**config.mk**
```make
export PLATFORM = sky130hd
export DESIGN_NAME = bellek_asamasi_flat
export DESIGN_NICKNAME = d
export VERILOG_FILES = /design/src/rtl/bellek_asamasi_pkg.sv /design/src/rtl/bellek_asamasi_if.sv /design/src/rtl/bellek_asamasi_yukle_bicimlendir.sv /design/src/rtl/bellek_asamasi.sv /design/src/flat_wrapper.sv
export SDC_FILE = /design/constraint.sdc
export NUM_CORES = 1
export LEC_CHECK = 0
export ABC_AREA = 1
export BUFFER_PORTS_ARGS = -buffer_cell sky130_fd_sc_hd__buf_4
export CORE_AREA = 2 2 172 174
export DETAILED_ROUTE_END_ITERATION = 8
export DIE_AREA = 0 0 174 176
export PLACE_DENSITY = 0.63
export SLEW_MARGIN = 20
export SYNTH_ARGS = -nofsm -noshare
export SYNTH_HDL_FRONTEND = slang
export SYNTH_SLANG_ARGS = --single-unit
```
**constraint.sdc**
```tcl
create_clock -name clk_i -period 2.2 [get_ports clk_i]
set_input_delay 0.44 -clock clk_i [delete_from_list [all_inputs] [get_ports clk_i]]
set_output_delay 0.44 -clock clk_i [all_outputs]
set_load 0.02 [all_outputs]
```
**src/rtl/bellek_asamasi_pkg.sv**
```systemverilog
// Shared constants, uop layout and byte-lane helpers for the memory stage.
package bellek_asamasi_pkg;

    localparam int VERI_BIT     = 32;
    localparam int MASKE_BIT    = 4;
    localparam int PS_BIT       = 32;
    localparam int EXC_CODE_BIT = 5;
    localparam int YAZMAC_BIT   = 5;
    localparam int UOP_TAG_BIT  = 4;

    // Exception codes reported for misaligned accesses
    localparam logic [EXC_CODE_BIT-1:0] EXC_YUKLEME_HIZASIZ = 5'd4;
    localparam logic [EXC_CODE_BIT-1:0] EXC_SAKLAMA_HIZASIZ = 5'd6;

    typedef enum logic [3:0] {
        BEL_NOP = 4'd0,
        BEL_LB  = 4'd1,
        BEL_LH  = 4'd2,
        BEL_LW  = 4'd3,
        BEL_LBU = 4'd4,
        BEL_LHU = 4'd5,
        BEL_SB  = 4'd6,
        BEL_SH  = 4'd7,
        BEL_SW  = 4'd8
    } bel_e;

    typedef enum logic [1:0] {
        BOSTA = 2'd0,
        ISTEK = 2'd1,
        YANIT = 2'd2
    } durum_e;

    // rd carries the effective address on the way in and the result on the way out
    typedef struct packed {
        logic                   valid;
        logic [PS_BIT-1:0]      pc;
        logic [UOP_TAG_BIT-1:0] tag;
        logic [YAZMAC_BIT-1:0]  rd_addr;
        logic                   rd_yaz;
        bel_e                   bel;
        logic [VERI_BIT-1:0]    rs2;
        logic [VERI_BIT-1:0]    rd;
    } uop_t;

    function automatic logic bellek_islemi_mi(bel_e b);
        case (b)
            BEL_LB, BEL_LH, BEL_LW, BEL_LBU, BEL_LHU,
            BEL_SB, BEL_SH, BEL_SW: return 1'b1;
            default:                return 1'b0;
        endcase
    endfunction

    function automatic logic yukleme_mi(bel_e b);
        case (b)
            BEL_LB, BEL_LH, BEL_LW, BEL_LBU, BEL_LHU: return 1'b1;
            default:                                  return 1'b0;
        endcase
    endfunction

    function automatic logic hizasiz_mi(bel_e b, logic [1:0] a);
        case (b)
            BEL_LH, BEL_LHU, BEL_SH: return a[0];
            BEL_LW, BEL_SW:          return (a != 2'b00);
            default:                 return 1'b0;
        endcase
    endfunction

    function automatic logic [MASKE_BIT-1:0] saklama_maskesi(bel_e b, logic [1:0] a);
        case (b)
            BEL_SB:  return 4'b0001 << a;
            BEL_SH:  return 4'b0011 << {a[1], 1'b0};
            BEL_SW:  return 4'b1111;
            default: return 4'b0000;
        endcase
    endfunction

    function automatic logic [VERI_BIT-1:0] saklama_verisi(bel_e b, logic [VERI_BIT-1:0] d);
        case (b)
            BEL_SB:  return {4{d[7:0]}};
            BEL_SH:  return {2{d[15:0]}};
            default: return d;
        endcase
    endfunction

endpackage

```
**src/rtl/bellek_asamasi_if.sv**
```systemverilog
// Data-memory request/response bus between the memory stage and the memory.
interface bellek_asamasi_if;
    import bellek_asamasi_pkg::*;

    logic [VERI_BIT-1:0]  istek_adres;
    logic [VERI_BIT-1:0]  istek_veri;
    logic [MASKE_BIT-1:0] istek_maske;
    logic                 istek_yaz;
    logic                 istek_gecerli;
    logic                 istek_hazir;
    logic [VERI_BIT-1:0]  yanit_veri;
    logic                 yanit_gecerli;

    modport master (
        output istek_adres, istek_veri, istek_maske, istek_yaz, istek_gecerli,
        input  istek_hazir, yanit_veri, yanit_gecerli
    );

    modport slave (
        input  istek_adres, istek_veri, istek_maske, istek_yaz, istek_gecerli,
        output istek_hazir, yanit_veri, yanit_gecerli
    );
endinterface

```
**src/rtl/bellek_asamasi_yukle_bicimlendir.sv**
```systemverilog
// Picks the addressed byte/half out of a loaded word and extends it to 32 bits.
module yukle_bicimlendir
    import bellek_asamasi_pkg::*;
(
    input  bel_e                bel_i,
    input  logic [1:0]          adres_i,
    input  logic [VERI_BIT-1:0] veri_i,
    output logic [VERI_BIT-1:0] sonuc_o
);

    logic [7:0]  bayt_s;
    logic [15:0] yarim_s;

    // Lane selection followed by sign or zero extension
    always_comb begin
        bayt_s  = 8'h00;
        yarim_s = 16'h0000;
        sonuc_o = veri_i;
        case (adres_i)
            2'd0:    bayt_s = veri_i[7:0];
            2'd1:    bayt_s = veri_i[15:8];
            2'd2:    bayt_s = veri_i[23:16];
            2'd3:    bayt_s = veri_i[31:24];
            default: bayt_s = 8'h00;
        endcase
        if (adres_i[1]) begin
            yarim_s = veri_i[31:16];
        end else begin
            yarim_s = veri_i[15:0];
        end
        case (bel_i)
            BEL_LB:  sonuc_o = {{24{bayt_s[7]}}, bayt_s};
            BEL_LBU: sonuc_o = {24'h000000, bayt_s};
            BEL_LH:  sonuc_o = {{16{yarim_s[15]}}, yarim_s};
            BEL_LHU: sonuc_o = {16'h0000, yarim_s};
            default: sonuc_o = veri_i;
        endcase
    end

endmodule

```
**src/rtl/bellek_asamasi.sv**
```systemverilog
// Memory stage: issues loads/stores, stalls upstream until they complete,
// reports misaligned accesses and registers the uop for writeback.
module bellek_asamasi
    import bellek_asamasi_pkg::*;
(
    input  logic                    clk_i,
    input  logic                    rst_i,
    input  uop_t                    bellek_uop_i,
    output logic                    duraklat_o,
    bellek_asamasi_if.master        bellek,
    output logic [PS_BIT-1:0]       ddb_odd_ps_o,
    output logic [EXC_CODE_BIT-1:0] ddb_odd_kod_o,
    output logic [VERI_BIT-1:0]     ddb_odd_bilgi_o,
    output logic                    ddb_odd_gecerli_o,
    output logic [VERI_BIT-1:0]     yo_veri_o,
    output logic [YAZMAC_BIT-1:0]   yo_adres_o,
    output logic [UOP_TAG_BIT-1:0]  yo_etiket_o,
    output logic                    yo_gecerli_o,
    output uop_t                    geriyaz_uop_o
);

    durum_e                  durum_r;
    durum_e                  durum_sonraki_s;
    uop_t                    geriyaz_r;
    uop_t                    geriyaz_sonraki_s;
    logic                    ddb_gecerli_r;
    logic [EXC_CODE_BIT-1:0] ddb_kod_r;
    logic [VERI_BIT-1:0]     ddb_bilgi_r;
    logic [PS_BIT-1:0]       ddb_ps_r;
    logic                    bellek_op_s;
    logic                    yukleme_s;
    logic                    hizasiz_s;
    logic                    istek_gecerli_s;
    logic                    duraklat_s;
    logic [VERI_BIT-1:0]     yuklenen_s;

    assign bellek_op_s = bellek_uop_i.valid && bellek_islemi_mi(bellek_uop_i.bel);
    assign yukleme_s   = yukleme_mi(bellek_uop_i.bel);

    yukle_bicimlendir u_yukle_bicimlendir (
        .bel_i   (bellek_uop_i.bel),
        .adres_i (bellek_uop_i.rd[1:0]),
        .veri_i  (bellek.yanit_veri),
        .sonuc_o (yuklenen_s)
    );

    // Next state, stall, request strobe and the uop to be registered
    always_comb begin
        durum_sonraki_s         = durum_r;
        istek_gecerli_s         = 1'b0;
        duraklat_s              = 1'b0;
        hizasiz_s               = 1'b0;
        geriyaz_sonraki_s       = bellek_uop_i;
        geriyaz_sonraki_s.valid = 1'b0;
        case (durum_r)
            BOSTA: begin
                if (bellek_op_s) begin
                    if (hizasiz_mi(bellek_uop_i.bel, bellek_uop_i.rd[1:0])) begin
                        hizasiz_s = 1'b1;
                    end else begin
                        istek_gecerli_s = 1'b1;
                        if (bellek.istek_hazir) begin
                            if (yukleme_s) begin
                                durum_sonraki_s = YANIT;
                                duraklat_s      = 1'b1;
                            end else begin
                                geriyaz_sonraki_s.valid = 1'b1;
                            end
                        end else begin
                            durum_sonraki_s = ISTEK;
                            duraklat_s      = 1'b1;
                        end
                    end
                end else begin
                    geriyaz_sonraki_s.valid = bellek_uop_i.valid;
                end
            end
            ISTEK: begin
                istek_gecerli_s = 1'b1;
                if (bellek.istek_hazir) begin
                    if (yukleme_s) begin
                        durum_sonraki_s = YANIT;
                        duraklat_s      = 1'b1;
                    end else begin
                        durum_sonraki_s         = BOSTA;
                        geriyaz_sonraki_s.valid = 1'b1;
                    end
                end else begin
                    duraklat_s = 1'b1;
                end
            end
            YANIT: begin
                if (bellek.yanit_gecerli) begin
                    durum_sonraki_s         = BOSTA;
                    geriyaz_sonraki_s.valid = 1'b1;
                    geriyaz_sonraki_s.rd    = yuklenen_s;
                end else begin
                    duraklat_s = 1'b1;
                end
            end
            default: begin
                durum_sonraki_s = BOSTA;
            end
        endcase
    end

    // State, writeback uop and exception report registers
    always_ff @(posedge clk_i) begin
        if (rst_i) begin
            durum_r       <= BOSTA;
            geriyaz_r     <= '0;
            ddb_gecerli_r <= 1'b0;
            ddb_kod_r     <= '0;
            ddb_bilgi_r   <= '0;
            ddb_ps_r      <= '0;
        end else begin
            durum_r       <= durum_sonraki_s;
            geriyaz_r     <= geriyaz_sonraki_s;
            ddb_gecerli_r <= hizasiz_s;
            if (hizasiz_s) begin
                ddb_kod_r   <= yukleme_s ? EXC_YUKLEME_HIZASIZ : EXC_SAKLAMA_HIZASIZ;
                ddb_bilgi_r <= bellek_uop_i.rd;
                ddb_ps_r    <= bellek_uop_i.pc;
            end
        end
    end

    assign bellek.istek_gecerli = istek_gecerli_s;
    assign bellek.istek_adres   = {bellek_uop_i.rd[31:2], 2'b00};
    assign bellek.istek_veri    = saklama_verisi(bellek_uop_i.bel, bellek_uop_i.rs2);
    assign bellek.istek_maske   = saklama_maskesi(bellek_uop_i.bel, bellek_uop_i.rd[1:0]);
    assign bellek.istek_yaz     = ~yukleme_s;

    assign duraklat_o        = duraklat_s;
    assign geriyaz_uop_o     = geriyaz_r;
    assign ddb_odd_gecerli_o = ddb_gecerli_r;
    assign ddb_odd_kod_o     = ddb_kod_r;
    assign ddb_odd_bilgi_o   = ddb_bilgi_r;
    assign ddb_odd_ps_o      = ddb_ps_r;
    assign yo_gecerli_o      = geriyaz_r.valid & geriyaz_r.rd_yaz;
    assign yo_veri_o         = geriyaz_r.rd;
    assign yo_adres_o        = geriyaz_r.rd_addr;
    assign yo_etiket_o       = geriyaz_r.tag;

endmodule
```
**src/flat_wrapper.sv**
```systemverilog
// flat-port wrapper written by rule: the top's interface ports become plain ports
module bellek_asamasi_flat import bellek_asamasi_pkg::*;
  (clk_i, rst_i, bellek_uop_i, duraklat_o, ddb_odd_ps_o, ddb_odd_kod_o, ddb_odd_bilgi_o, ddb_odd_gecerli_o, yo_veri_o, yo_adres_o, yo_etiket_o, yo_gecerli_o, geriyaz_uop_o, bellek_istek_adres, bellek_istek_veri, bellek_istek_maske, bellek_istek_yaz, bellek_istek_gecerli, bellek_istek_hazir, bellek_yanit_veri, bellek_yanit_gecerli);
  bellek_asamasi_if bellek_i ();
  input  logic clk_i;
  input  logic rst_i;
  input  uop_t bellek_uop_i;
  output logic duraklat_o;
  output logic [PS_BIT-1:0] ddb_odd_ps_o;
  output logic [EXC_CODE_BIT-1:0] ddb_odd_kod_o;
  output logic [VERI_BIT-1:0] ddb_odd_bilgi_o;
  output logic ddb_odd_gecerli_o;
  output logic [VERI_BIT-1:0] yo_veri_o;
  output logic [YAZMAC_BIT-1:0] yo_adres_o;
  output logic [UOP_TAG_BIT-1:0] yo_etiket_o;
  output logic yo_gecerli_o;
  output uop_t geriyaz_uop_o;
  output wire logic [$bits(bellek_i.istek_adres)-1:0] bellek_istek_adres;
  output wire logic [$bits(bellek_i.istek_veri)-1:0] bellek_istek_veri;
  output wire logic [$bits(bellek_i.istek_maske)-1:0] bellek_istek_maske;
  output wire logic [$bits(bellek_i.istek_yaz)-1:0] bellek_istek_yaz;
  output wire logic [$bits(bellek_i.istek_gecerli)-1:0] bellek_istek_gecerli;
  input wire logic [$bits(bellek_i.istek_hazir)-1:0] bellek_istek_hazir;
  input wire logic [$bits(bellek_i.yanit_veri)-1:0] bellek_yanit_veri;
  input wire logic [$bits(bellek_i.yanit_gecerli)-1:0] bellek_yanit_gecerli;
  assign bellek_istek_adres = bellek_i.istek_adres;
  assign bellek_istek_veri = bellek_i.istek_veri;
  assign bellek_istek_maske = bellek_i.istek_maske;
  assign bellek_istek_yaz = bellek_i.istek_yaz;
  assign bellek_istek_gecerli = bellek_i.istek_gecerli;
  assign bellek_i.istek_hazir = bellek_istek_hazir;
  assign bellek_i.yanit_veri = bellek_yanit_veri;
  assign bellek_i.yanit_gecerli = bellek_yanit_gecerli;
  bellek_asamasi u_core (.clk_i(clk_i), .rst_i(rst_i), .bellek_uop_i(bellek_uop_i), .duraklat_o(duraklat_o), .bellek(bellek_i), .ddb_odd_ps_o(ddb_odd_ps_o), .ddb_odd_kod_o(ddb_odd_kod_o), .ddb_odd_bilgi_o(ddb_odd_bilgi_o), .ddb_odd_gecerli_o(ddb_odd_gecerli_o), .yo_veri_o(yo_veri_o), .yo_adres_o(yo_adres_o), .yo_etiket_o(yo_etiket_o), .yo_gecerli_o(yo_gecerli_o), .geriyaz_uop_o(geriyaz_uop_o));
endmodule
```
======== Word level (Yosys, flattened, before mapping) ========
Memories as Yosys holds them, arrays and structs flattened.
Cells that the tools add are included.
word-level totals
  memories kept ........................... 1
  output and inout port bits .............. 294
  latch bits .............................. 0
  bits in writable memories ............... 0
  ROM bits ................................ 16
  flip-flop bits (word level) ............. 183
  logic and storage cells ................. 82
  bits of input ports ..................... 147
operators by class
  add/subtract/negate cells ............... 0
  reductions and logical operators ........ 8
  multipliers ............................. 0
  multiplexer cells ....................... 38
  equal/unequal tests ..................... 18
  shift-type cells ........................ 2
  divide/modulo/power cells ............... 0
  $lt $le $gt $ge ......................... 0
  bitwise operators ....................... 2
memory list
  memory           depth  width  read ports  clocked after memory_dff  wr ports  RTL line                  RTL
  (no name shown)  16     1      1           0                         0         bellek_asamasi_pkg.sv:46  case (b)
operators with widths
  kind                                                   number
  one-hot mux 32 bit (4 select lines)                    1
  two-way mux 32 bit                                     2
  one-hot mux 32 bit (2 select lines)                    1
  one-hot mux 8 bit (4 select lines)                     1
  two-way mux 1 bit                                      18
  == test 4 x 3 -> 1 bit, second input constant          4
  two-way mux 16 bit                                     1
  two-way mux 2 bit                                      8
  one-hot mux 4 bit (3 select lines)                     1
  == test 4 x 2 -> 1 bit, second input constant          2
  == test 2 bit, second input constant                   3
  inequality test 2 bit, second input constant           3
  one-hot mux 1 bit (3 select lines)                     2
  one-hot mux 2 bit (3 select lines)                     1
  AND reduction 5 bit                                    1
  OR reduction 5 bit                                     1
  == test 2 x 1 -> 1 bit, second input constant          2
  == test 4 x 1 -> 1 bit, second input constant          1
  == test 4 bit, second input constant                   1
  zero test 2 bit                                        2
  one-hot mux 1 bit (2 select lines)                     2
  left shift 1 x 2 -> 4 bit, first input constant        1
  left shift 2 x 2 -> 4 bit, first input constant        1
  inequality test 3 x 2 -> 1 bit, second input constant  1
  7 further kinds                                        7

======== Longest topological paths before layout ========
  depth after elaboration ................. 8
  gate-level depth with buffers ........... 12
  depth with buffers taken out ............ 11

======== By module ========
From an unflattened synthesis, not the netlist that was laid out.
unflattened totals
  cells, all modules ...................... 1077
  area total of the unflattened synthesis .. 7845.0 um^2
modules (own cells, without submodules)
  module             area each (um^2)  cells each  times used  seq. area each (um^2)
  bellek_asamasi     6965.4            879         1           3603.5
  yukle_bicimlendir  879.6             198         1           0.0

======== Least setup slack after synthesis ========
No wires, ideal clock.
  path type ............................... in2out
  start point ............................. input bellek_uop_i[64] in the netlist's numbering
  end point ............................... output duraklat_o
  cell stages on the path ................. 8
  arrival ................................. 1.462 ns
  required time ........................... 1.760 ns
  buffers on the path ..................... 0
  setup slack ............................. 0.298 ns
  path through ............................ nor2_1 > nand3_1 > and2_1 > nor2_1 > nand2_1 > nand2_1 > nand2_1 > nand2_1
between the ends
  word-level cells in the longest chain between the ends .. 8
RTL lines
  what                                                                            RTL line                                                          RTL
  start: declaration                                                              flat_wrapper.sv:7                                                 input uop_t bellek_uop_i;
  == test 4 x 2 -> 1 bit (tied with other cells)                                  bellek_asamasi_pkg.sv:54, bellek_asamasi_pkg.sv:61
  OR reduction 3 bit (tied with other cells)                                      bellek_asamasi_pkg.sv:61                                          case (b)
  one-hot mux 1 bit (2 select lines) / two-way mux 1 bit (equally long branches)  bellek_asamasi_pkg.sv:61, bellek_asamasi_pkg.sv:54
  two-way mux 1 bit (on tied branches)                                            bellek_asamasi.sv:57, bellek_asamasi.sv:63, bellek_asamasi.sv:81
  two-way mux 1 bit (on tied branches)                                            bellek_asamasi.sv:55, bellek_asamasi.sv:62
  two-way mux 1 bit                                                               bellek_asamasi.sv:58                                              if (hizasiz_mi(bellek_uop_i.bel, bellek_uop_i.rd[1:0])) begin
  two-way mux 1 bit                                                               bellek_asamasi.sv:57                                              if (bellek_op_s) begin
  one-hot mux 1 bit (3 select lines) (*)                                          bellek_asamasi.sv:55                                              case (durum_r)
  end: declaration                                                                flat_wrapper.sv:8                                                 output logic duraklat_o;
Every way passes the cells marked *; elsewhere a longest branch is shown, timed or not. The select of a mux whose other input is x is not followed.

======== Final worst setup path ========
Ends and elaborated chain as after synthesis.

==> impl_metrics.json <==
{
  "fin_util": 0.389,
  "p_int_uw": 5780,
  "ys_types": 30,
  "avgRoutedWirePerCell_um": 16.3,
  "outcome": "complete, no violations",
  "worst-path-max-fanout": 4,
  "grt_overflow": 0,
  "synth_area_um2": 7420,
  "num_antenna_cells": 0,
  "dr.pass1.iters": 7,
  "place_congestion": 0.857,
  "coreArea_um2": 28500,
  "critPathLaunchType": "input pin",
  "grt_pass1_vias": 7206,
  "synth_warnings": 0,
  "drt_wl_total_mm": 28.2,
  "ys_seq_elements": 180,
  "swShare": 0.303,
  "clk_latency_ns": 0.44,
  "hp-class": "input pin to register",
  "netlist_top_cells_area": "dfxtp_1 (49%), nor2_1 (12%), buf_4 (8.7%)",
  "hold_ws_ns": 0.207,
  "port_buffers": 435,
  "r2r_cells": 7,
  "slew-limit-headroom": 0.399,
  "die_w_um": 174,
  "stdcell_area_um2": 11100,
  "cp_data_required_time_ns": 1.76,
  "vias_per_cell": 4.35,
  "grt_max_degree": 84,
  "hold_end": "u_core.geriyaz_uop_o[84]",
  "clkPwrFrac": 0.365,
  "rrSetupSlack_ns": 0.40,
  "tns_ns": 0,
  "critPathCaptureType": "output port",
  "ant_nets": 0,
  "path_class": "input pin to output port",
  "p_comb_frac": 0.208,
  "power.switching_uw": 2510,
  "dp_hpwl_mm": 21.6,
  "cts_tree": "done",
  "area_growth_pct": 49.9,
  "synth_top_area_frac": 0.486,
  "antenna_found_initial": 1,
  "min_period_ns": 2.06,
  "grt_pass1_wl_mm": 41.7,
  "synth_area_leader_cell": "dfxtp_1",
  "cts_max_path_buffers": 2,
  "cts.sinks": 180,
  "placed_cell_area_um2": 10500,
  "rows": 62,
  "layout_setup_ws_ns": 0.144,
  "io_pins": 441,
  "num_vias": 7546,
  "die-area_um2": 30600,
  "gr-usage-all-layers": 0.179,
  "fillers": 2947,
  "setup_viol": 0,
  "rr_startpoint": "u_core.durum_r[1]",
  "min_from": "bellek_uop_i[84]",
  "worstMarginPinSlew_ns": 0.901,
  "layout.nets": 1484,
  "period_share": 0.934,
  "clk_pin_slew_worst_paths_ns": 0.08,
  "synthCells": 988,
  "initial_utilization": 0.260,
  "syn_area_per_cell_um2": 7.51,
  "peakVddDrop_mv": 0.439,
  "drc_errors": 0,
  "fin_skew_ns": 0.0108,
  "slew_violations": 0,
  "htreeDepth": 4,
  "p_leak_uw": 0.00564,
  "drt_iter0_markers": 404,
  "r2r-end": "u_core.yo_veri_o[16]",
  "ctsRootBufferMaster": "clkbuf_16",
  "min_path_cells": 3,
  "cap_violations": 0,
  "fp.dieH_um": 176,
  "cts_setup_buffers": 0,
  "drive_above_1_share": 0.384,
  "hold_viol_final": 0,
  "post-place-ws_ns": 0.0457,
  "yosysSeqAreaShare": 0.486,
  "p_seq_frac": 0.426,
  "fmaxAchievable_ghz": 0.486,
  "powerDensity_nw_per_um2": 745,
  "worstPathArrival_ns": 1.62,
  "cts_buffers": 17
}
-- power groups by stage --
stage	registers, µW	logic, µW	clock network, µW
6_report	3530	1730	3030
4_1_cts	3530	1740	3130
2_1_floorplan	3820	723	0
3_5_place_dp	3610	1740	0
5_1_grt	3550	1860	3270
3_3_place_gp	3600	1730	0
-- worst max path at each step --
stage	from	to	slack, ns
3_3_place_gp	bellek_uop_i[64]	duraklat_o	0.02
5_1_grt	bellek_uop_i[64]	duraklat_o	-0.008
2_1_floorplan	bellek_uop_i[64]	duraklat_o	0.30
4_1_cts	bellek_uop_i[64]	duraklat_o	0.04
6_report	bellek_uop_i[64]	duraklat_o	0.14
3_5_place_dp	bellek_uop_i[64]	duraklat_o	0.05
-- metal layers --
layer / global-route usage / share of wire / up-vias / wire [µm]
met2: 0.316 / 0.50 / 367 / 14200
met5: 0 / 0.00057 / - / 16
li1: - / - / 3692 / -
met1: 0.199 / 0.38 / 3437 / 10800
met4: 0.0714 / 0.027 / 2 / 759
met3: 0.0581 / 0.088 / 48 / 2500
-- critical path, cell delays in order --
cell     delay (ns)
buf_4          0.13
nor2_2         0.16
nand3_2        0.11
and2_1         0.19
nor2_1         0.13
nand2_1        0.09
nand2_2        0.11
nand2_1        0.06
nand2_1        0.05
buf_4          0.13
-- stage by stage --
stage               total power [µW]  cells
floorplan                       4540    992
global placement                5330   1702
detailed placement              5350   1702
CTS                             8410   1733
global route                    8680   1733
finish                          8290   1733
-- what timing repair did --
action                                  in CTS  in global routing
hold buffers                                 0                  0
resized for setup                            0                  4
endpoints found under the setup margin       0                  2
endpoints found under the hold margin        0                  0
-- cell usage in the layout, fill, tap and decap left out, types with 2 or more instances in the layout --
master,Yosys,layout
nand2_2,4,5
nand2_1,105,104
dfxtp_1,180,180
clkbuf_16,0,17
a22oi_1,2,2
inv_6,0,2
a31oi_1,11,11
o211ai_1,9,9
nand3_1,13,12
o221ai_1,8,8
clkinv_2,0,3
buf_12,0,4
nor2_2,4,6
o21ai_1,46,46
inv_2,6,7
nor2_1,236,234
clkinvlp_4,0,2
a21oi_1,33,33
o21ai_0,78,78
inv_1,103,102
or2_2,4,4
clkinv_4,0,3
buf_4,86,457
conb_1,1,5
o31ai_1,2,2
inv_8,0,2
-- flip-flops by register name (all words and copies together), names as in the netlist --
register                  count
u_core.yo_etiket_o            4
u_core.durum_r                2
u_core.ddb_odd_gecerli_o      1
u_core.ddb_odd_bilgi_o       32
u_core.yo_veri_o             32
u_core.ddb_odd_ps_o          32
u_core.geriyaz_uop_o         70
u_core.yo_adres_o             5
u_core.ddb_odd_kod_o          2
-- cells by family after synthesis --
| kind of cell | count (synthesis) | share of synthesized area |
|---|---|---|
| AOI/OAI and AO/OA | 191 | 0.140 |
| buffers and inverters | 244 | 0.174 |
| and+or+nand+nor | 372 | 0.199 |
| other | 1 | 0.000506 |
| DFF | 180 | 0.486 |
-- layout make-up --
class                           instances  area [µm²]  share of cell area
Clock buffer                           18         439              0.0395
Clock inverter                         13         126              0.0114
Inverter                              109         409              0.0368
Multi-Input combinational cell        568        2550               0.229
Sequential cell                       180        3600               0.324
Tap cell                              384         480              0.0432
Timing Repair Buffer                  461        3510               0.316
-- synthesized netlist by cell type --
master and instances:
nor2_1 236, dfxtp_1 180, nand2_1 105, inv_1 103, buf_4 86, o21ai_0 78
o21ai_1 46, clkbuf_1 35, a21oi_1 33, nand3_1 13, a31oi_1 11, o211ai_1 9
buf_2 8, o221ai_1 8, buf_6 6, inv_2 6, nand2_2 4, nor2_2 4
or2_2 4, a22oi_1 2, o31ai_1 2, and2_1 1, conb_1 1, nand2_4 1
nand3b_1 1, nor2_4 1, nor3_1 1, nor3_4 1, o21a_1 1, o21bai_1 1
(Power assumes the default switching activity.)
